<file path="src/rtl/bist_ora_misr_pkg.sv">
// Shared BIST definitions: ORA FSM encoding, MISR polynomial, default seed/golden values
// and the TPG LFSR seed the golden signature was derived from.
package bist_ora_misr_pkg;

   typedef enum logic [1:0] {
      StIdle    = 2'd0,
      StCompact = 2'd1,
      StCompare = 2'd2,
      StDone    = 2'd3
   } ora_state_e;

   // x^3 + x + 1: feedback enters bits 0 and 1
   localparam logic [2:0] MisrTaps      = 3'b011;
   localparam logic [2:0] DefaultSeed   = 3'b000;
   localparam logic [2:0] DefaultGolden = 3'b111;
   localparam logic [2:0] LfsrSeed      = 3'b001;

endpackage

</file>
<file path="src/rtl/bist_misr.sv">
// Multiple-input signature register: pure datapath, compacts a 2-bit response per enabled cycle.
module bist_misr
   import bist_ora_misr_pkg::*;
#(
   parameter int unsigned       SIG_W = 3,
   parameter logic [SIG_W-1:0]  SEED  = DefaultSeed,
   parameter logic [SIG_W-1:0]  TAPS  = MisrTaps
) (
   input  logic             clock,
   input  logic             reset,
   input  logic             clear,
   input  logic             enable,
   input  logic [1:0]       din,
   output logic [SIG_W-1:0] sig
);

   logic [SIG_W-1:0] sig_q, sig_d, feed;
   logic             fb;

   always_comb begin
      fb        = sig_q[SIG_W-1];
      feed      = '0;
      feed[1:0] = din;
      sig_d     = {sig_q[SIG_W-2:0], 1'b0} ^ (fb ? TAPS : '0) ^ feed;
   end

   always_ff @(posedge clock) begin
      if (!reset) begin
         sig_q <= SEED;
      end else if (clear) begin
         sig_q <= SEED;
      end else if (enable) begin
         sig_q <= sig_d;
      end
   end

   assign sig = sig_q;

endmodule

</file>
<file path="src/rtl/bist_ora_misr.sv">
// BIST output response analyser: compacts CUT responses into a MISR signature and compares
// the final signature against the golden value.
module bist_ora_misr
   import bist_ora_misr_pkg::*;
#(
   parameter int unsigned      SIG_W        = 3,
   parameter int unsigned      NUM_PATTERNS = 7,
   parameter logic [SIG_W-1:0] SEED         = DefaultSeed,
   parameter logic [SIG_W-1:0] GOLDEN_SIG   = DefaultGolden
) (
   input  logic             clock,
   input  logic             reset,
   input  logic             start,
   input  logic             resp_valid,
   input  logic [1:0]       resp,
   output logic             busy,
   output logic             done,
   output logic             pass,
   output logic [SIG_W-1:0] signature
);

   localparam int unsigned CntW = $clog2(NUM_PATTERNS + 1);

   ora_state_e      state_q, state_d;
   logic [CntW-1:0] count_q, count_d;
   logic            done_q, done_d;
   logic            pass_q, pass_d;
   logic            misr_clear, misr_en;

   bist_misr #(
      .SIG_W (SIG_W),
      .SEED  (SEED),
      .TAPS  (MisrTaps)
   ) u_misr (
      .clock  (clock),
      .reset  (reset),
      .clear  (misr_clear),
      .enable (misr_en),
      .din    (resp),
      .sig    (signature)
   );

   always_comb begin
      state_d    = state_q;
      count_d    = count_q;
      done_d     = done_q;
      pass_d     = pass_q;
      misr_clear = 1'b0;
      misr_en    = 1'b0;

      // start from any state begins a fresh run and drops any same-cycle sample
      if (start) begin
         state_d    = StCompact;
         count_d    = '0;
         done_d     = 1'b0;
         pass_d     = 1'b0;
         misr_clear = 1'b1;
      end else begin
         unique case (state_q)
            StIdle: ;
            StCompact: begin
               if (resp_valid) begin
                  misr_en = 1'b1;
                  count_d = count_q + CntW'(1);
                  if (count_q == CntW'(NUM_PATTERNS - 1)) begin
                     state_d = StCompare;
                  end
               end
            end
            StCompare: begin
               pass_d  = (signature == GOLDEN_SIG);
               done_d  = 1'b1;
               state_d = StDone;
            end
            StDone: ;
            default: state_d = StIdle;
         endcase
      end
   end

   always_ff @(posedge clock) begin
      if (!reset) begin
         state_q <= StIdle;
         count_q <= '0;
         done_q  <= 1'b0;
         pass_q  <= 1'b0;
      end else begin
         state_q <= state_d;
         count_q <= count_d;
         done_q  <= done_d;
         pass_q  <= pass_d;
      end
   end

   assign busy = (state_q == StCompact) || (state_q == StCompare);
   assign done = done_q;
   assign pass = pass_q;

endmodule
</file>
<file path="config.mk">
export PLATFORM = sky130hd
export DESIGN_NAME = bist_ora_misr
export DESIGN_NICKNAME = d
export VERILOG_FILES = /design/src/rtl/bist_ora_misr_pkg.sv /design/src/rtl/bist_misr.sv /design/src/rtl/bist_ora_misr.sv
export SDC_FILE = /design/constraint.sdc
export NUM_CORES = 1
export LEC_CHECK = 0
export CAP_MARGIN = 10
export CORE_AREA = 3 3 40 42
export DETAILED_ROUTE_END_ITERATION = 12
export DIE_AREA = 0 0 43 45
export GPL_ROUTABILITY_DRIVEN = 0
export PLACE_DENSITY = 0.64
export SYNTH_ARGS = -nofsm -noshare
export SYNTH_HDL_FRONTEND = slang
export SYNTH_SLANG_ARGS = --single-unit
export TNS_END_PERCENT = 20
</file>
<file path="constraint.sdc">
create_clock -name clock -period 2 [get_ports clock]
set_input_delay 0.2 -clock clock [delete_from_list [all_inputs] [get_ports clock]]
set_output_delay 0.2 -clock clock [all_outputs]
set_load 0.02 [all_outputs]
</file>
==> out/qor.yml, run 1 <==
floorplan:
  die_width_um: 43
  start_util_pct: 37.6
  die_y_um: 45
  num_rows: 13
  coreArea_um2: 1280
  io-pin-count: 12
  die_area_um2: 1940
synthesis:
  seq_area_frac_synth_pct: 41.5
  synthCells: 53
  yosysWarnings: 0
  synth_seq_cells: 10
  synth_top_cell_by_area: "dfxtp_1"
  synth_area_leaders: "dfxtp_1, ha_1, xnor2_1"
  synth_cell_types: 21
  postSynthAreaPerCell_um2: 9.11
  syn_nets: 63
  yosysTopAreaCellShare_pct: 41.5
  synthesis.area_um2: 483
clocking:
  post_cts_resized: 0
  cts_setup_buffers: 0
  root_buffer: "clkbuf_4"
  clk_path_buf_depth: 2
  htreeDepth: 1
  clock_sinks: 10
  clk_latency_ns: 0.27
  ctsHoldBuffers: 0
  cts_tree: "built"
  cts_inserted_buffers: 3
  path_clk_slew_ns: 0.07
critical_path:
  cp-end-kind: "output pin"
  cp_max_fo: 3
  crit_type: "reg2out"
  rr_worst_depth: 5
  timing.rr.end: "u_misr.sig[1]"
  regToRegSetupSlack_ns: 0.69
  cpPeakStageDelay_ns: 0.59
  cp_common_cell: "inv_1"
  slowest_stage: "clkdlybuf4s50_1"
  cp.buffers_inverters: 3
  worst-path-stages: 4
  path_cells: "inv_1 > ha_1 > inv_1 > clkdlybuf4s50_1"
  crit_family: "buffers and inverters"
  r2r_start: "state_q[1]"
  required_ns: 1.80
  cp-start-kind: "flop"
  arrival_ns: 1.60
drt:
  wl_met2_um: 334
  avgViaCountPerCell: 4.73
  wl_per_cell_um: 10.3
  drt-met1-wl_um: 389
  ant_nets: 0
  drc: 0
  drt_iter0_drc: 3
  wirelength_um: 823
  top_layer_used: "met4"
  drt_pass1_iterations: 3
  dr_wl_met3_um: 67
  vias: 378
grt:
  grt-ovfl-total: 0
  grt_pass1_vias: 330
  antenna_found_initial: 0
  grt_pass1_wl_um: 1340
  grt_max_degree: 10
  track_usage_pct: 10.0
hold_path:
  whs_endpoint: "done"
  whs_path_depth: 2
  hold_start: "done"
  hold_class: "reg2reg"
cells_and_area:
  final_cells: 80
  finalInstanceArea_um2: 618
  final_common_cell: "clkdlybuf4s50_1"
  nets: 76
  drive_above_1_share_pct: 6.15
  diodes: 0
  area_growth_pct: 28.0
  final_cell_mix: "clkdlybuf4s50_1, dfxtp_1, nor2_1"
timing:
  fin_crit_ns: 1.80
  setup_viol: 0
  fmax_mhz: 556
  fin_worst_skew_ns: 0.00383
  drv_slew: 0
  worst_pin_slew_ns: 0.298
  finalHoldViolCount: 0
  timing.final.crit_share_pct: 89.8
  slew_headroom_pct: 80.1
  tns_ns: 0
  whs_ns: 0.469
  rsz0062_at_grt: "false"
placement:
  dp_hpwl_um: 617
  postPlaceCellArea_um2: 582
  port_buffers: 11
  placed_cells: 76
status:
  status: "finished, final reports clean"
run:
  maxCapViolCount: 0
pwr:
  power.density_nw_per_um2: 700
  power_leakage_nw: 0.227
  ir_worst_vdd_mv: 0.342
final cells by class:
class / instances / area, um^2
Clock buffer: 4 / 36.3
Fill cell: 127 / 667
Inverter: 4 / 15.0
Multi-Input combinational cell: 36 / 238
Sequential cell: 10 / 200
Tap cell: 15 / 18.8
Timing Repair Buffer: 11 / 110
layer usage:
metal	global-route usage (%)	vias up
li1	-	198
met1	11.2	162
met2	13.8	13
met3	5.18	5
met4	9.04	0
met5	0	-
report_power, final:
| part | switching [mW] | internal [mW] | total [mW] | leakage (nW) |
|---|---|---|---|---|
| Combinational | 0.0188 | 0.0225 | 0.0413 | 0.125 |
| Sequential | 0.00333 | 0.203 | 0.206 | 0.0811 |
| Clock | 0.0748 | 0.111 | 0.186 | 0.0210 |
sequential cells by signal, indices dropped and copies added (netlist names):
register	cells
done	1
state_q	2
pass	1
count_q	3
u_misr.sig	3
cell usage after synthesis:
library cell and instances:
a21o_1 1, and2_1 1, inv_1 4, or2b_1 1, nand4_1 2, buf_6 2, dfxtp_1 10, a21oi_1 2
xor2_1 1, a31oi_1 2, a211oi_1 2, nor2_1 6, a21boi_0 1, or3_1 1, xnor2_1 3, nand2_1 4
buf_4 1, nand2b_1 2, nand3_1 2, ha_1 4, o21a_1 1
worst register-to-register path: stages (launching register included):
cell	delay, ns
dfxtp_1	0.31
inv_1	0.08
ha_1	0.24
nand2_1	0.12
or3_1	0.35
a31oi_1	0.15
stage by stage:
step / util [%] / worst slack (ns) / total power, mW
global placement: 45.3 / 0.518 / 0.252
CTS: 48.1 / 0.188 / 0.438
floorplan: - / 0.815 / 0.238
global route: 48.1 / 0.119 / 0.453
detailed placement: 45.3 / 0.494 / 0.252
finish: 48.1 / 0.203 / 0.433
how the worst max path moves through the flow:
stage / start / endpoint / slack [ns]
floorplan: state_q[1] / u_misr.sig[1] / 0.81
finish: state_q[0] / busy / 0.20
detailed placement: state_q[0] / busy / 0.49
global route: state_q[0] / busy / 0.12
CTS: state_q[0] / busy / 0.19
global placement: state_q[0] / busy / 0.52
cell families after synthesis:
family	Yosys count	share of synthesized area, %
fa+ha+maj	4	10.4
compound gates	9	12.4
xor+xnor	4	7.26
flops	10	41.5
simple gates	19	19.2
buf+inv	7	9.33
Note: power is estimated with default switching activity, not from simulation.
==> run 2, diff against run 1 <==
- SYNTH_HIERARCHICAL: not set -> 1
==> run 2 against run 1 <==
Effect of this change:
- clock skew fell by 0.0013 ns
- hold slack worse by 0.0011 ns
- core utilization is 2.0 points higher
- largest power group unchanged
==> out/qor.yml, run 2 <==
cells_and_area:
  nets: 76  # unchanged
  final_common_cell: "clkdlybuf4s50_1"
  area_growth_pct: 32.4
  final_cells: 80  # unchanged
  drive_above_1_share_pct: 7.69  # +1.5 points
  final_cell_mix: "clkdlybuf4s50_1, dfxtp_1, nor2_1"
  final_core_util_pct: 50.1  # +2.0 points
  diodes: 0  # unchanged
  finalInstanceArea_um2: 644  # +4.3%
clocking:
  cts_tree: "built"
  post_cts_resized: 0  # unchanged
  cts_setup_buffers: 0  # unchanged
  path_clk_slew_ns: 0.07  # about the same
  clk_path_buf_depth: 2  # unchanged
  cts_inserted_buffers: 3  # unchanged
  root_buffer: "clkbuf_4"
  ctsHoldBuffers: 0  # unchanged
  clk_latency_ns: 0.26  # about the same
  htreeDepth: 1  # unchanged
  clock_sinks: 10  # unchanged
critical_path:
  cp_max_fo: 4  # +1
  crit_type: "reg2out"
  required_ns: 1.80  # about the same
  arrival_ns: 1.64  # +0.04 ns
  cp-start-kind: "flop"
  rr_worst_depth: 5  # unchanged
  cp-end-kind: "output pin"
synthesis:
  yosysWarnings: 6  # +6
  ys.flop_type: "dfxtp_1"
  seq_area_frac_synth_pct: 41.1  # -0.32 points
  synth_seq_cells: 10  # unchanged
  synth_edf_count: 0  # unchanged
  synth_common_cells: "dfxtp_1, nor2_1, inv_1, a21oi_1, ha_1"
  synth_area_leaders: "dfxtp_1, ha_1, nor2_1"
  yosysTopAreaCellShare_pct: 41.1  # -0.32 points
  syn_nets: 61  # -3.2%
  ys_async_sr_fraction_pct: 0  # unchanged
  synthCells: 51  # -3.8%
  synth.most_common_cell: "dfxtp_1"
  synthesis.area_um2: 487  # +0.78%
  synth_top_cell_by_area: "dfxtp_1"
  synth_cell_types: 18  # -14%
  postSynthAreaPerCell_um2: 9.54  # +4.7%
timing:
  worst_pin_slew_ns: 0.325  # +0.0275 ns
  slew_headroom_pct: 78.2  # -1.9 points
  timing.final.crit_share_pct: 92.2  # +2.4 points
  drv_slew: 0  # unchanged
  tns_ns: 0  # unchanged
  whs_ns: 0.468  # -0.00113 ns
  rsz0062_at_grt: "false"
  fin_worst_skew_ns: 0.00250  # -0.00133 ns
  setup_ws_ns: 0.155  # -0.0479 ns
  setup_viol: 0  # unchanged
  fmax_mhz: 542  # -2.6%
  finalHoldViolCount: 0  # unchanged
  fin_crit_ns: 1.84  # +0.0479 ns
floorplan:
  io-pin-count: 12  # unchanged
  die_area_um2: 1940  # unchanged
  num_rows: 13  # unchanged
  die_y_um: 45  # unchanged
  coreArea_um2: 1280  # unchanged
  start_util_pct: 37.9  # +0.29 points
  die_width_um: 43  # unchanged
drt:
  drc: 0  # unchanged
  wl_per_cell_um: 11.1  # +7.5%
  vias: 384  # +1.6%
  drt_iter0_drc: 0  # -3
  avgViaCountPerCell: 4.80  # +1.6%
  wirelength_um: 885  # +7.5%
  drt_pass1_iterations: 1  # -2
  ant_nets: 0  # unchanged
grt:
  grt_max_degree: 7  # -3
  grt-ovfl-total: 0  # unchanged
  grt_pass1_vias: 383  # +16%
  grt_pass1_wl_um: 1570  # +18%
  track_usage_pct: 11.1  # +1.1 points
  antenna_found_initial: 0  # unchanged
hold_path:
  hold_class: "reg2reg"
  whs_path_depth: 2  # unchanged
pwr:
  power_leakage_nw: 0.245  # +8.3%
  ir_worst_vdd_mv: 0.330  # -3.4%
  p_total_mw: 0.435  # +0.47%
  power.density_nw_per_um2: 675  # -3.6%
placement:
  dp_hpwl_um: 673  # +9.0%
  dp_slack_ns: 0.422  # -0.0716 ns
  port_buffers: 11  # unchanged
  placed_cells: 76  # unchanged
  postPlaceCellArea_um2: 608  # +4.5%
run:
  maxCapViolCount: 0  # unchanged
status:
  status: "finished, final reports clean"
[run 2: cell types whose count changed in the layout (fill, tap and decap cells not counted), sizes merged, moves of 2 or more]
cell   delta
a21oi     +2
nor2      +3
a31oi     -2
nand2     -3
mux2i     +2
[run 2: worst max-delay path: stages (launching register included)]
cell and delay, ns:
dfxtp_1 0.40, inv_1 0.06, ha_1 0.28, inv_1 0.05
clkdlybuf4s50_1 0.59
[run 2: path summary, 6_finish.rpt]
path         slack [ns]  startpoint             to
max                0.16  state_q[0]           busy
min                0.47        done           done
max reg2reg        0.51  state_q[0]  u_misr/sig[0]
min reg2reg        0.47        done           done
[run 2: routing by layer]
metal / global-route usage, % / part of all wire (%) / up-vias / wire length (um)
met5: 0 / 0 / - / 0
met4: 5.42 / 2.1 / 0 / 19
met3: 4.38 / 6.4 / 2 / 57
met2: 19.2 / 46 / 10 / 406
met1: 11.9 / 45 / 172 / 400
li1: - / - / 200 / -
[run 2: layout make-up]
cell class	count	area, um^2
Tap cell	15	18.8
Timing Repair Buffer	11	110
Sequential cell	10	200
Clock buffer	4	36.3
Multi-Input combinational cell	35	260
Inverter	5	18.8
Fill cell	135	641
[run 2: power by group]
part | internal [mW] | switching [mW]
Combinational | 0.0246 | 0.0223
Clock | 0.110 | 0.0714
Sequential | 0.203 | 0.00356
[run 2: cells by family (layout without fill, tap and decap cells)]
logic type / count (synthesis) / in the layout / share of synthesized area, %
compound gates: 8 / 8 / 12.3
xor+xnor: 4 / 4 / 10.3
fa+ha+maj: 4 / 4 / 10.3
buf+inv: 6 / 20 / 5.40
flops: 10 / 10 / 41.1
mux: 2 / 2 / 4.11
simple gates: 17 / 17 / 16.5
